$ cat config.mk
export PLATFORM = sky130hd
export DESIGN_NAME = ram_dual_port_arbiter
export DESIGN_NICKNAME = d
export VERILOG_FILES = /design/src/rtl/ram_dual_port_arbiter.sv
export SDC_FILE = /design/constraint.sdc
export NUM_CORES = 1
export LEC_CHECK = 0
export CORE_AREA = 4 4 118 120
export DETAILED_ROUTE_END_ITERATION = 8
export DIE_AREA = 0 0 122 124
export PLACE_DENSITY_LB_ADDON = 0.3
export SLEW_MARGIN = 30
export SYNTH_ARGS = -nofsm -noshare
export SYNTH_HDL_FRONTEND = slang
export SYNTH_SLANG_ARGS = --single-unit
$ cat constraint.sdc
create_clock -name Clock -period 2.4 [get_ports Clock]
set_input_delay 0.24 -clock Clock [delete_from_list [all_inputs] [get_ports Clock]]
set_output_delay 0.24 -clock Clock [all_outputs]
set_load 0.01 [all_outputs]
$ cat src/rtl/ram_dual_port_arbiter.sv
// ram_dual_port_arbiter
// Shares one dual-read / single-write register RAM between two clients.
// Each cycle, one granted client issues two reads and an optional write.
// Read data returns one cycle later and is tagged to the issuing client.
// Addresses above MEM_SIZE are flagged. An offending write is dropped,
// and an offending read lane returns zero.
module ram_dual_port_arbiter #(
    parameter int DATA_WIDTH = 32,
    parameter int ADDR_WIDTH = 8,
    parameter int MEM_SIZE   = 8
) (
    input  logic                         Clock,
    input  logic                         Reset_n,
    input  logic [1:0]                   iReq,
    input  logic [1:0]                   iLock,
    input  logic [1:0]                   iWe,
    input  logic [ADDR_WIDTH-1:0]        iRdAddr0_c0,
    input  logic [ADDR_WIDTH-1:0]        iRdAddr0_c1,
    input  logic [ADDR_WIDTH-1:0]        iRdAddr1_c0,
    input  logic [ADDR_WIDTH-1:0]        iRdAddr1_c1,
    input  logic [ADDR_WIDTH-1:0]        iWrAddr_c0,
    input  logic [ADDR_WIDTH-1:0]        iWrAddr_c1,
    input  logic signed [DATA_WIDTH-1:0] iWrData_c0,
    input  logic signed [DATA_WIDTH-1:0] iWrData_c1,
    output logic [1:0]                   oGrant,
    output logic [1:0]                   oValid,
    output logic signed [DATA_WIDTH-1:0] oRdData0,
    output logic signed [DATA_WIDTH-1:0] oRdData1,
    output logic [1:0]                   oAddrErr,
    output logic                         oRamWriteEnable,
    output logic [ADDR_WIDTH-1:0]        oRamReadAddress0,
    output logic [ADDR_WIDTH-1:0]        oRamReadAddress1,
    output logic [ADDR_WIDTH-1:0]        oRamWriteAddress,
    output logic signed [DATA_WIDTH-1:0] oRamDataIn,
    input  logic signed [DATA_WIDTH-1:0] iRamDataOut0,
    input  logic signed [DATA_WIDTH-1:0] iRamDataOut1
);

    localparam logic [ADDR_WIDTH-1:0] LP_ADDR_MAX = ADDR_WIDTH'(MEM_SIZE);

    typedef enum logic [1:0] {
        ST_RR    = 2'd0,
        ST_LOCK0 = 2'd1,
        ST_LOCK1 = 2'd2
    } state_t;

    state_t r_state;
    state_t w_state_nxt;
    logic   r_ptr;          // round-robin pointer: client favoured on a tie
    logic   w_ptr_nxt;

    logic [1:0] w_grant;
    logic       w_any;
    logic       w_sel;      // index of the granted client (valid when w_any)
    logic       w_we;
    logic       w_lock;

    logic [ADDR_WIDTH-1:0]        w_rd_addr0;
    logic [ADDR_WIDTH-1:0]        w_rd_addr1;
    logic [ADDR_WIDTH-1:0]        w_wr_addr;
    logic signed [DATA_WIDTH-1:0] w_wr_data;

    logic w_err_rd0;
    logic w_err_rd1;
    logic w_err_wr;
    logic w_err;

    // Last issued RAM request, held on the RAM ports while idle
    logic [ADDR_WIDTH-1:0]        r_rd_addr0;
    logic [ADDR_WIDTH-1:0]        r_rd_addr1;
    logic [ADDR_WIDTH-1:0]        r_wr_addr;
    logic signed [DATA_WIDTH-1:0] r_wr_data;

    // Return tag and error flags for the request issued last cycle
    logic [1:0] r_valid;
    logic [1:0] r_addr_err;
    logic       r_lane_err0;
    logic       r_lane_err1;

    // State register: arbitration mode and round-robin pointer
    always_ff @(posedge Clock or negedge Reset_n) begin
        if (!Reset_n) begin
            r_state <= ST_RR;
            r_ptr   <= 1'b0;
        end else begin
            r_state <= w_state_nxt;
            r_ptr   <= w_ptr_nxt;
        end
    end

    // Next-state logic: enter lock on a locked grant, leave lock when the owner releases
    always_comb begin
        w_state_nxt = r_state;
        w_ptr_nxt   = r_ptr;
        case (r_state)
            ST_RR: begin
                if (w_any) begin
                    w_ptr_nxt = ~w_sel;
                    if (w_lock) begin
                        w_state_nxt = w_sel ? ST_LOCK1 : ST_LOCK0;
                    end
                end
            end
            ST_LOCK0: begin
                if (!iReq[0] || !iLock[0]) begin
                    w_state_nxt = ST_RR;
                    w_ptr_nxt   = 1'b1;
                end
            end
            ST_LOCK1: begin
                if (!iReq[1] || !iLock[1]) begin
                    w_state_nxt = ST_RR;
                    w_ptr_nxt   = 1'b0;
                end
            end
            default: begin
                w_state_nxt = ST_RR;
                w_ptr_nxt   = 1'b0;
            end
        endcase
    end

    // Output logic: combinational one-hot grant, forced low while in reset
    always_comb begin
        w_grant = '0;
        if (Reset_n) begin
            case (r_state)
                ST_RR: begin
                    if (iReq == 2'b11) begin
                        w_grant = r_ptr ? 2'b10 : 2'b01;
                    end else begin
                        w_grant = iReq;
                    end
                end
                ST_LOCK0: w_grant = {1'b0, iReq[0]};
                ST_LOCK1: w_grant = {iReq[1], 1'b0};
                default:  w_grant = '0;
            endcase
        end
    end

    // Request mux from the granted client and address range check
    always_comb begin
        w_any      = |w_grant;
        w_sel      = w_grant[1];
        w_we       = w_sel ? iWe[1]         : iWe[0];
        w_lock     = w_sel ? iLock[1]       : iLock[0];
        w_rd_addr0 = w_sel ? iRdAddr0_c1    : iRdAddr0_c0;
        w_rd_addr1 = w_sel ? iRdAddr1_c1    : iRdAddr1_c0;
        w_wr_addr  = w_sel ? iWrAddr_c1     : iWrAddr_c0;
        w_wr_data  = w_sel ? iWrData_c1     : iWrData_c0;
        w_err_rd0  = w_rd_addr0 > LP_ADDR_MAX;
        w_err_rd1  = w_rd_addr1 > LP_ADDR_MAX;
        w_err_wr   = w_we && (w_wr_addr > LP_ADDR_MAX);
        w_err      = w_err_rd0 || w_err_rd1 || w_err_wr;
    end

    // RAM port drive: live request on a grant, otherwise the held copy with no write
    always_comb begin
        oGrant           = w_grant;
        oRamWriteEnable  = w_any && w_we && !w_err_wr;
        oRamReadAddress0 = w_any ? w_rd_addr0 : r_rd_addr0;
        oRamReadAddress1 = w_any ? w_rd_addr1 : r_rd_addr1;
        oRamWriteAddress = w_any ? w_wr_addr  : r_wr_addr;
        oRamDataIn       = w_any ? w_wr_data  : r_wr_data;
    end

    // Hold the last issued addresses and data so the RAM ports stay stable while idle
    always_ff @(posedge Clock or negedge Reset_n) begin
        if (!Reset_n) begin
            r_rd_addr0 <= '0;
            r_rd_addr1 <= '0;
            r_wr_addr  <= '0;
            r_wr_data  <= '0;
        end else if (w_any) begin
            r_rd_addr0 <= w_rd_addr0;
            r_rd_addr1 <= w_rd_addr1;
            r_wr_addr  <= w_wr_addr;
            r_wr_data  <= w_wr_data;
        end
    end

    // Return tag: every grant, write or not, produces read data next cycle
    always_ff @(posedge Clock or negedge Reset_n) begin
        if (!Reset_n) begin
            r_valid     <= '0;
            r_addr_err  <= '0;
            r_lane_err0 <= 1'b0;
            r_lane_err1 <= 1'b0;
        end else begin
            r_valid     <= w_grant;
            r_addr_err  <= w_err ? w_grant : 2'b00;
            r_lane_err0 <= w_any && w_err_rd0;
            r_lane_err1 <= w_any && w_err_rd1;
        end
    end

    // Read return: RAM output passed through, zeroed when idle or on an offending lane
    always_comb begin
        oValid   = r_valid;
        oAddrErr = r_addr_err;
        oRdData0 = ((|r_valid) && !r_lane_err0) ? iRamDataOut0 : '0;
        oRdData1 = ((|r_valid) && !r_lane_err1) ? iRamDataOut1 : '0;
    end

endmodule
; ---- Yosys cells after proc, flatten, opt, wreduce, memory -nomap -nowiden
; Index checks and enable logic that the tools add are counted.
[totals]
ff_bits = 65
latchBits = 0
ram_bits = 0
romBits = 0
in_bits = 184
out_inout_bits = 127
word_cells = 71
mem_count = 0
[classes]
addsub = 0
multipliers = 0
div = 0
order_cmp = 3
n_eq_ne = 7
n_shift = 0
muxes = 27
n_bitwise = 1
n_reduce_logical = 23
[ops]
columns = operator, n
row1 = 32-bit 2-to-1 mux, 4
row2 = 8-bit 2-to-1 mux, 6
row3 = "8-bit by 4-bit greater-than comparator with 1-bit output, second input constant", 3
row4 = 2-bit 2-to-1 mux, 9
row5 = 2-bit case mux with 3 select lines, 2
row6 = "2-bit != test, second input constant", 4
row7 = 1-bit logical AND, 7
row8 = 1-bit logical NOT, 7
row9 = 1-bit 2-to-1 mux, 5
row10 = "2-bit equality test, second input constant", 2
row11 = 1-bit logical OR, 4
row12 = 4-bit AND reduction, 1
row13 = 2-bit OR reduction, 2
row14 = 1-bit case mux with 3 select lines, 1
row15 = 3-bit AND reduction, 1
row16 = "2-bit by 1-bit equality test with 1-bit output, second input constant", 1
row17 = 2-bit logical NOT, 1
row18 = 1-bit inverter, 1

; ---- Longest topological paths before layout
; Gate-level depths: netlist of run 1.
[logic_depth]
ltp_word = 9
ltp_mapped = 7
depth_no_buf = 5

; ---- Worst setup path after synthesis of run 1
; No wires, ideal clock.
[synth_path]
kind = register to output
start = register r_ptr
end = output port oRamDataIn[14]
arrival_time_ns = 1.611
required_time_ns = 2.160
setup_slack_ns = 0.549
stages_incl_launch_ff = 7
n_path_buf = 2
path_cell_list = dfrtp_1 or3b_1 buf_4 nand2_8 buf_4 mux2i_1 o21ai_0
[synth_via]
elab_chain_len = 6
word_cells_on_any_way = 7
classes_between = mux (6) / reduce/logical (1)
[synth_rtl]
columns = element, line
row1 = from (decl), 49  ; logic r_ptr;
row2 = from (signal assigned), 87  ; r_ptr <= w_ptr_nxt;
row3 = 2-bit 2-to-1 mux (*), 130  ; w_grant = r_ptr ? 2'b10 : 2'b01;
row4 = 2-bit 2-to-1 mux (*), 129  ; if (iReq == 2'b11) begin
row5 = 2-bit case mux with 3 select lines (*), 127  ; case (r_state)
row6 = 2-bit 2-to-1 mux (*), 126  ; if (Reset_n) begin
row7 = 32-bit 2-to-1 mux / 2-bit OR reduction (equally long branches), "151, 144"
row8 = 32-bit 2-to-1 mux (*), n/a
row9 = to (decl), 34  ; output logic signed [DATA_WIDTH-1:0] oRamDataIn,
; Every way passes the cells marked *; elsewhere a longest branch is shown, timed or not.

; ---- Final worst setup path of run 1
[layout_path]
start = input port iReq[0]
end = output port oRamDataIn[14]
[layout_via]
elab_chain_len = 6
word_cells_on_any_way = 7
classes_between = eq/ne (1) / mux (5) / reduce/logical (1)
[layout_rtl]
columns = element, line
row1 = from (decl), 14  ; input logic [1:0] iReq,
row2 = 2-bit equality test, 129
row3 = 2-bit 2-to-1 mux, 129
row4 = 2-bit case mux with 3 select lines (*), 127
row5 = 2-bit 2-to-1 mux (*), 126
row6 = 32-bit 2-to-1 mux / 2-bit OR reduction (equally long branches), "151, 144"
row7 = 32-bit 2-to-1 mux (*), n/a
; Marks and branches as above.

==> impl_metrics.py, run 1 <==
metrics = {
    "run_status": {
        "outcome": "complete, no violations",
    },
    "routing": {
        "totalWireLength_mm": 16.10,
        "drt_iter0_drc": 135,
        "dr.pass1.iters": 4,
        "ant_nets": 0,
        "drc": 0,
        "vias_per_cell": 4.580,
        "vias": 4053,
        "routedWlPerCell_um": 18.19,
    },
    "critical_path": {
        "crit_buf_inv": 3,
        "r2r_setup_slack_ns": 0.50,
        "crit_type": "in -> out",
        "slowest_delay_ns": 0.49,
        "path_max_fanout": 8,
        "crit_chain": "clkdlybuf4s50_1 -> or3b_4 -> nand2_8 -> buf_12 -> mux2i_1 -> o21ai_1 -> dlygate4sd2_1",
        "cp.required_ns": 2.16,
        "path_delay_family": "buffers and inverters",
        "arrival_ns": 2.13,
        "cp-end-kind": "output port",
        "crit_slowest_cell": "clkdlybuf4s50_1",
        "start_kind": "input port",
    },
    "cells_and_area": {
        "num-fill-cells": 1178,
        "fin_nets": 889,
        "design_area_um2": 7391,
        "instances_no_fill": 885,
        "final_common_cell": "clkdlybuf4s50_1",
        "final_cell_mix": "clkdlybuf4s50_1, dfrtp_1, and2_1",
        "seq_area_um2": 1627,
        "layout-drive-gt1-share_pct": 9.605,
        "area_growth_pct": 104.5,
        "multi_input_area_um2": 1883,
    },
    "yosys": {
        "async_flop_share_pct": 100.0,
        "yosysWarnings": 0,
        "syn_area_per_cell_um2": 9.484,
        "seq_area_frac_synth_pct": 45.01,
        "synth_edf_count": 0,
        "netlist-cell-type-count": 34,
        "synthCells": 381,
        "synth_fp_nets": 565,
        "synth_flop_cell": "dfrtp_1",
        "syn_area_um2": 3613,
        "yosys_register_bits": 65,
    },
    "floorplan": {
        "die_area_um2": 15130,
        "initial_core_util_pct": 27.84,
        "die_h_um": 124,
        "io_pins": 311,
        "rows": 42,
        "core_um2": 12980,
        "dieWidth_um": 122,
    },
    "timing": {
        "holdWs_ns": 0.2540,
        "slew_violations": 0,
        "finalSetupViolations": 0,
        "min_period_ns": 2.373,
        "rsz0062_at_grt": "true",
        "relSlewSlack_pct": 49.65,
        "fin_skew_ns": 0.005521,
        "setup_slack_ns": 0.02724,
        "finalHoldViolCount": 0,
        "fin_crit_sh_pct": 98.86,
        "tightest_slew_ns": 0.7553,
        "fmax_mhz": 421.5,
    },
    "hold_path": {
        "min_path_type": "in -> async",
    },
    "clock_network": {
        "htreeDepth": 3,
        "cts_buffers": 9,
        "cts.clk_slew.worst_paths_ns": 0.05,
        "clockRootBuffer": "clkbuf_16",
        "clock_latency_ns": 0.32,
        "cts.path.max_buffers": 2,
        "tritoncts": "built",
        "clock_sinks": 65,
    },
    "pwr": {
        "p_leak_nw": 3.341,
        "power_density_nw_per_um2": 596.7,
        "vdd_drop_max_mv": 0.3379,
    },
    "flow_run": {
        "maxCapViolCount": 0,
    },
    "grt": {
        "grt_start_max_net_pins": 63,
        "grt_remaining_overflow": 0,
        "grt_first_pass_wirelength_mm": 23.22,
        "antenna_found_initial": 2,
        "grt_usage_pct": 20.08,
        "grt_pass1_vias": 4275,
    },
    "place": {
        "dpl_worst_slack_ns": -0.3457,
        "hpwl_mm": 12.88,
        "placed_cell_area_um2": 7066,
        "dp_cells": 865,
        "port_buffers": 310,
        "gp_congestion": 0.8431,
    },
}
==> cell usage after synthesis, types with 3 or more instances <==
cell	instances	area, um2
buf_6	4	45.04
buf_4	3	22.52
nor2_1	7	26.28
and2_1	64	400.4
nor4_1	6	37.54
mux2i_1	56	560.5
clkbuf_1	14	52.55
nand3b_1	3	22.52
o211ai_1	4	30.03
dfrtp_1	65	1627
o31ai_1	6	45.04
nand2_1	60	225.2
a21oi_1	3	15.01
o21ai_1	6	30.03
nand4_1	3	18.77
buf_2	5	25.02
o21ai_0	51	255.2
==> kinds of logic (layout without fill, tap and decap cells) <==
kind of cell	Yosys count	after routing	share of synthesized area [%]
other	0	1	0
multiplexers	57	57	15.82
flip-flops	65	65	45.01
AO/OA/AOI/OAI	78	78	12.40
buffers and inverters	29	355	4.467
AND/OR/NAND/NOR	152	153	22.30
==> sequential cells by signal, summed over array words and instances (netlist names) <==
register     count
oValid           2
r_rd_addr0       8
r_wr_addr        8
oAddrErr         2
r_wr_data       32
r_lane_err1      1
r_ptr            1
r_state          2
r_lane_err0      1
r_rd_addr1       8
==> cell type report <==
type,instances,area share [%]
Sequential cell,65,22.01
Inverter,3,0.2201
Timing Repair Buffer,338,45.44
Tap cell,176,2.980
Multi-Input combinational cell,288,25.48
Antenna cell,1,0.03386
Clock buffer,10,3.233
Clock inverter,4,0.6094
==> per-layer routing <==
metal	up-vias	track usage, %	wire length (um)	share of wire [%]
li1	1962	-	-	-
met3	23	9.219	1985	12
met5	-	0	20	0.12
met4	2	7.353	350	2.2
met1	1853	21.59	5846	36
met2	213	34.77	7899	49
==> per-stage QoR <==
stage	utilization (%)	total power [mW]	TNS, ns
finish	56.94	4.410	0
global route	56.94	4.672	-0.3054
CTS	56.20	4.400	0
detailed placement	54.43	3.228	-13.88
global placement	54.43	3.200	-13.06
floorplan	-	2.073	0
==> where the power goes <==
group | internal, mW | total [mW] | switching, mW
combinational | 0.980 | 1.79 | 0.812
clock | 0.814 | 1.26 | 0.449
sequential | 1.30 | 1.36 | 0.0567
total | 3.09 | 4.41 | 1.32
==> worst reg2reg max path: stages (launching register included) <==
cell	delay [ns]
dfrtp_1	0.37
or3b_4	0.47
nand2_8	0.14
inv_6	0.07
buf_4	0.15
o41ai_2	0.22
mux2_1	0.35
==> worst paths after layout <==
| kind | startpoint | end | depth (start not counted) |
|---|---|---|---|
| min | Reset_n | r_wr_addr[7] | 3 |
| min in group Clock | r_wr_data[9] | r_wr_data[9] | 2 |
| min reg2reg | r_wr_data[9] | r_wr_data[9] | 2 |
| max reg2reg | r_ptr | r_ptr | 6 |
| max in group asynchronous | Reset_n | r_state[1] | 3 |
| max | iReq[0] | oRamDataIn[14] | 7 |
==> what timing repair did <==
action | CTS | global route
gates cloned | 0 | 4
hold buffers | 1 | 0
resized for setup | 68 | 79
setup buffers | 0 | 0
pin swaps | 0 | 1
setup endpoints to repair | 57 | 33
endpoints found under the hold margin | 8 | 0
No activity file was read; power rests on OpenSTA's default activity.
==> run 2, diff against run 1 <==
Settings changed: CORE_AREA 4 4 118 120 to 2 2 120 122, GPL_TIMING_DRIVEN set to 0.
Clock period 2.4 ns to 2.2 ns, I/O delays scaled along.
==> run 2 against run 1 <==
  * The flow now finishes with violations (setup timing)
  * Sequential share of layout area is 1.5 points lower
  * Critical path depth is 1 higher
  * Core utilization rose by 0.94 points
  * Sequential cell count unchanged
  * Worst hold slack better by 0.14 ns
  * Combinational power is 28% higher
  * Critical endpoint is now oRamReadAddress1[4]
  * Largest cell class unchanged
==> impl_metrics.py, run 2 (synthesis results as in run 1) <==
metrics = {
    "pwr": {
        "p_leak_nw": 3.651,
        "clkPwrFrac_pct": 26.7,
        "pwr-share-seq_pct": 28.8,
        "power.switching_mw": 1.603,
        "switching_share_pct": 31.00,
        "intPower_mw": 3.567,
        "vdd_drop_max_mv": 0.3842,
        "power_density_nw_per_um2": 651.1,
        "p_comb_share_pct": 44.4,
        "power_mw": 5.170,
    },
    "routing": {
        "ant_nets": 0,
        "vias": 4379,
        "dr.pass1.iters": 4,
        "drt_iter0_drc": 106,
        "routedWlPerCell_um": 18.85,
        "drc": 0,
        "vias_per_cell": 4.668,
        "totalWireLength_mm": 17.69,
    },
    "cells_and_area": {
        "layout-drive-gt1-share_pct": 25.86,
        "fin_nets": 939,
        "antenna_cells": 0,
        "final_common_cell": "clkdlybuf4s50_1",
        "area_growth_pct": 119.8,
        "final_cell_mix": "clkdlybuf4s50_1, and2_1, dfrtp_1",
        "instances_no_fill": 938,
        "regMostFlops": "r_wr_data",
        "largest_register_ffs": 32,
    },
    "critical_path": {
        "timing.rr.start": "r_state[1]",
        "path_max_fanout": 6,
        "start_kind": "flop",
        "r2r_setup_slack_ns": 0.29,
        "crit_type": "reg -> out",
        "cp-end-kind": "output port",
        "cp-startpoint": "r_state[1]",
        "arrival_ns": 2.06,
        "cp.required_ns": 1.98,
    },
    "grt": {
        "grt_start_max_net_pins": 36,
        "antenna_found_initial": 0,
        "grt_remaining_overflow": 0,
        "grt_pass1_vias": 4471,
        "grt_first_pass_wirelength_mm": 24.41,
        "grt_usage_pct": 21.51,
    },
    "place": {
        "port_buffers": 310,
        "hpwl_mm": 13.29,
        "dpl_worst_slack_ns": -1.143,
        "gp_congestion": 0.8306,
        "dp_cells": 872,
    },
    "clock_network": {
        "cts.path.max_buffers": 2,
        "clock_latency_ns": 0.33,
        "tritoncts": "built",
        "htreeDepth": 3,
        "cts_buffers": 9,
        "cts.clk_slew.worst_paths_ns": 0.05,
        "clock_sinks": 65,
        "clockRootBuffer": "clkbuf_16",
    },
    "floorplan": {
        "core_um2": 13720,
        "die_area_um2": 15130,
        "die_h_um": 124,
        "initial_core_util_pct": 26.34,
        "dieWidth_um": 122,
        "rows": 43,
        "io_pins": 311,
    },
    "timing": {
        "finalSetupViolations": 33,
        "setup_slack_ns": -0.07810,
        "fin_skew_ns": 0.006643,
        "slew_violations": 0,
        "tightest_slew_ns": 0.5354,
        "tns_ns": -1.588,
        "finalHoldViolCount": 0,
        "rsz0062_at_grt": "true",
        "min_period_ns": 2.278,
        "relSlewSlack_pct": 63.97,
        "fmax_mhz": 439.0,
        "fin_crit_sh_pct": 103.6,
    },
    "run_status": {
        "outcome": "finished, violations left",
        "violations": "setup timing",
    },
    "hold_path": {
        "hp-start": "iReq[0]",
        "min_path_type": "in -> reg",
    },
    "flow_run": {
        "maxCapViolCount": 0,
    },
}
[run 2: changes by cell type in the layout (fill, tap and decap cells not counted), sizes merged]
cell	delta
clkdlybuf4s15	-22
buf	+91
dlygate4sd2	-20
diode	-1
clkinvlp	+1
dlygate4sd3	+1
clkinv	-2
clkdlybuf4s50	-6
dlymetal6s2s	+4
clkbuf	+2
nand2	+1
[run 2: per-stage QoR]
step                      hold slack (ns)  area, um2  util [%]
after floorplan                  -0.07559       3613         -
after global placement             0.4741       6942     50.60
after detailed placement           0.1862       6959     50.72
after CTS                          0.3328       7505     54.70
after global routing               0.4091       7941     57.88
final                              0.3895       7941     57.88
[run 2: area by class of cell]
class	count	area, um2
Clock buffer	11	242.7
Sequential cell	65	1628
Timing Repair Buffer	361	3445
Multi-Input combinational cell	289	2105
Clock inverter	3	42.54
Tap cell	180	225.2
Inverter	3	18.77
Fill cell	1199	5778
Buffer	26	235.2
[run 2: what timing repair did]
action                                  in CTS  in global routing
resized for setup                          351                 65
pin swaps                                    3                 23
gates cloned                                 3                  3
endpoints found under the setup margin     129                 82
hold buffers                                 5                  0
endpoints found under the hold margin       30                  0
setup buffers                               16                 27
[run 2: routing by layer]
metal  vias up  wire (um)  GRT usage (%)
met5         -          0              0
met4         0        420          8.118
met3        23       1764          7.647
met2       213       9135          39.87
met1      2068       6364          22.22
li1       2075          -              -
[run 2: final timing paths]
kind / endpoint / cells past startpoint
worst max register to register: r_ptr / 7
worst min-delay path: r_state[0] / 3
min in group asynchronous: r_wr_data[21] / 4
worst max-delay path: oRamReadAddress1[4] / 8
worst min register to register: r_wr_data[21] / 2
max in group asynchronous: r_state[0] / 4
[run 2: worst max-delay path: stages (launching register included)]
cell and delay, ns:
dfrtp_1 0.36, or3b_1 0.38, buf_6 0.16, nand2_8 0.12, buf_12 0.15, buf_12 0.11, mux2i_1 0.17, o21ai_1 0.11
buf_2 0.15
[run 2: power by group through the flow]
stage / registers (mW) / clock network (mW) / logic [mW]
after floorplan: 1.49 / 0 / 0.770
after global placement: 1.50 / 0 / 1.95
after detailed placement: 1.51 / 0 / 1.97
after CTS: 1.49 / 1.41 / 2.07
after global routing: 1.51 / 1.46 / 2.46
final: 1.49 / 1.38 / 2.30
==> patch: new RTL, settings of run 1 <==
The parameter `DATA_WIDTH` goes from 32 to 16.
--- a/src/rtl/ram_dual_port_arbiter.sv
+++ b/src/rtl/ram_dual_port_arbiter.sv
@@ -5,7 +5,7 @@
 // Addresses above MEM_SIZE are flagged. An offending write is dropped,
 // and an offending read lane returns zero.
 module ram_dual_port_arbiter #(
-    parameter int DATA_WIDTH = 32,
+    parameter int DATA_WIDTH = 16,
     parameter int ADDR_WIDTH = 8,
     parameter int MEM_SIZE   = 8
 ) (
Ports: changed (7 resized); port bits go from 311 to 199. The function was not compared with the original's and may differ.
==> patch against run 1 <==
Global-route usage decreased by 6.5 points; worst hold slack lost 140 ps; highest routed layer is now met4; total power fell by 31%; sequential power decreased by 22%; wire length decreased by 34%; cell area is 31% lower; synthesized area down 30%; synthesized cell count shrank 21%; largest power group unchanged; largest cell class unchanged; sequential cell count fell by 16; worst setup slack gained 69 ps.
==> patch: results (changes against run 1) <==
Drt
  • Via count: 2,994 (-26%)
  • WL per Instance: 15.0 um (-17%)
  • DR iter-0 viols: 94 (-30%)
  • Number of detailed-route iterations in the first pass: 4 (unchanged)

Timing
  • Final Max Tran Viols: 0 (unchanged)
  • Slew @ Worst Pin: 652 ps (-103 ps)
  • Setup Skew: 3.19 ps (-2.33 ps)

Worst setup path
  • Critical Path Sink: oRamReadAddress1[2]
  • R2R depth: 6 (unchanged)
  • Worst setup path start: iReq[1]
  • CP Data Arrival Time: 2060 ps (-70 ps)
  • Worst r2r src: r_ptr
  • Critical-path cell with the highest stage delay: clkdlybuf4s50_1
  • Critical Path Max Stage Delay: 540 ps (+50 ps)
  • CP top delay family: buffers and inverters
  • Worst R2R End: oAddrErr[0]
  • R2r setup slk: 580 ps (+80 ps)
  • Worst-path maximum fanout: 26 (+18)

Layout
  • Fin nets: 649 (-27%)
  • Ant. Diodes: 0 (-1)
  • Largest Register: r_wr_data
  • Non-Filler Instances: 705 (-20%)
  • Max reg flops: 16 (-50%)
  • Core Util, Final: 39.5% (-17 points)
  • Layout cells sized above 1: 10.8% (+1.2 points)
  • Fillers: 1,369 (+16%)

Clocking
  • CTS root buffer: clkbuf_16
  • CTS Buf Count: 5 (-4)
  • Clock transition at the registers of the reported paths: 60 ps
  • H-tree levels: 2 (-1)
  • Clk buf depth: 2 (unchanged)
  • Skew-Pair Late Insertion Delay: 280 ps (-40 ps)

Pwr
  • Pleak: 0.00214 uW (-36%)
  • Peak VDD IR: 0.000268 V (-21%)

Synth
  • Most frequent cells after synthesis: nor2_1, nand2_1, dfrtp_1
  • Syn nets: 422 (-25%)
  • Mapped Avg Cell Area: 8.34 sq um (-12%)
  • Synth warn: 0 (unchanged)
  • Synth cell types: 29 (-15%)
  • Synth area leaders: dfrtp_1, nor2_1, nand2_1, and2_1, a31oi_1
  • Sequential area share after synthesis: 48.7% (+3.7 points)
  • Async S/R FF share, synth: 100% (unchanged)
  • Synth Flop Type: dfrtp_1

Worst hold path
  • HP Class: in2async

GRT
  • Vias in the first global route: 3,110 (-27%)
  • Largest net degree at the start of global routing: 44 (-30%)
  • Total GRT Usage: 13.5% (-6.5 points)
  • Global-route wire length before repair: 16,000 um (-31%)
  • Initial antenna violation count: 0 (-2)

Place
  • I/O Buffers: 198 (-36%)
  • Placed cells: 691 (-20%)
  • Placed cell areas: 4920 sq um (-30%)
  • Post-DP HPWL: 8420 um (-35%)
  • Final GP Congestion: 0.826 (-2.0%)

Status
  • Status: finished, final reports clean
==> patch: cell types whose count changed in the layout (fill, tap and decap cells not counted), moves of 14 or more <==
cell	change
buf_4	+14
clkdlybuf4s15_1	-16
and2_1	-31
o21ai_0	-23
mux2i_1	-48
a31oi_1	+20
nor2_1	+53
o22ai_1	+16
clkdlybuf4s50_1	-97
o21ai_1	-28
dfrtp_1	-16
==> patch: area by class of cell <==
type	count	share of cell area (%)
Tap cell	176	4.30
Multi-Input combinational cell	230	23.6
Clock buffer	7	2.78
Sequential cell	49	23.9
Timing Repair Buffer	238	45.0
Inverter	5	0.366
==> patch: cells by family (layout without fill, tap and decap cells) <==
group	Yosys count	count (layout)	synth area share, %
multiplexers	4	4	1.64
AO/OA/AOI/OAI	58	58	15.4
AND/OR/NAND/NOR	168	168	29.7
buffers and inverters	23	250	4.52
flip-flops	49	49	48.7
==> patch: metrics by stage <==
stage | power, uW | setup slack, ps
detailed placement | 2460 | -285
finish | 3050 | 96.4
floorplan | 1560 | 643
global placement | 2440 | -243
CTS | 3090 | 28.0
global route | 3250 | 1.24
==> patch: how the worst min path moves through the flow <==
stage | depth (start not counted) | slack, ps | startpoint | end
2_1_floorplan | 0 | -60 | Reset_n | oAddrErr[0]
3_3_place_gp | 1 | 100 | Reset_n | r_ptr
3_5_place_dp | 1 | 100 | Reset_n | r_ptr
4_1_cts | 2 | 130 | Reset_n | r_wr_addr[7]
5_1_grt | 2 | 170 | Reset_n | r_wr_addr[7]
6_report | 2 | 110 | Reset_n | r_wr_addr[7]
==> patch: per-layer routing <==
layer / up-vias / share of wire [%] / global-route usage, %
met3: 9 / 8.0 / 3.95
met1: 1380 / 40 / 15.5
met5: - / 0 / 0
met4: 0 / 1.0 / 3.15
met2: 128 / 51 / 24.9
li1: 1477 / - / -
==> patch: report_power, final <==
part | switching [uW] | internal, uW | leakage (uW)
Clock | 286 | 410 | 0.0000700
Combinational | 579 | 712 | 0.00151
Sequential | 61.2 | 999 | 0.000557
Total | 926 | 2120 | 0.00214
==> patch: timing repair <==
action,in CTS,in global routing
buffers inserted,5,0
hold endpoints to repair,3,0
setup endpoints to repair,42,21
hold buffers,2,0
gates resized for setup,45,16
pin swaps,1,1
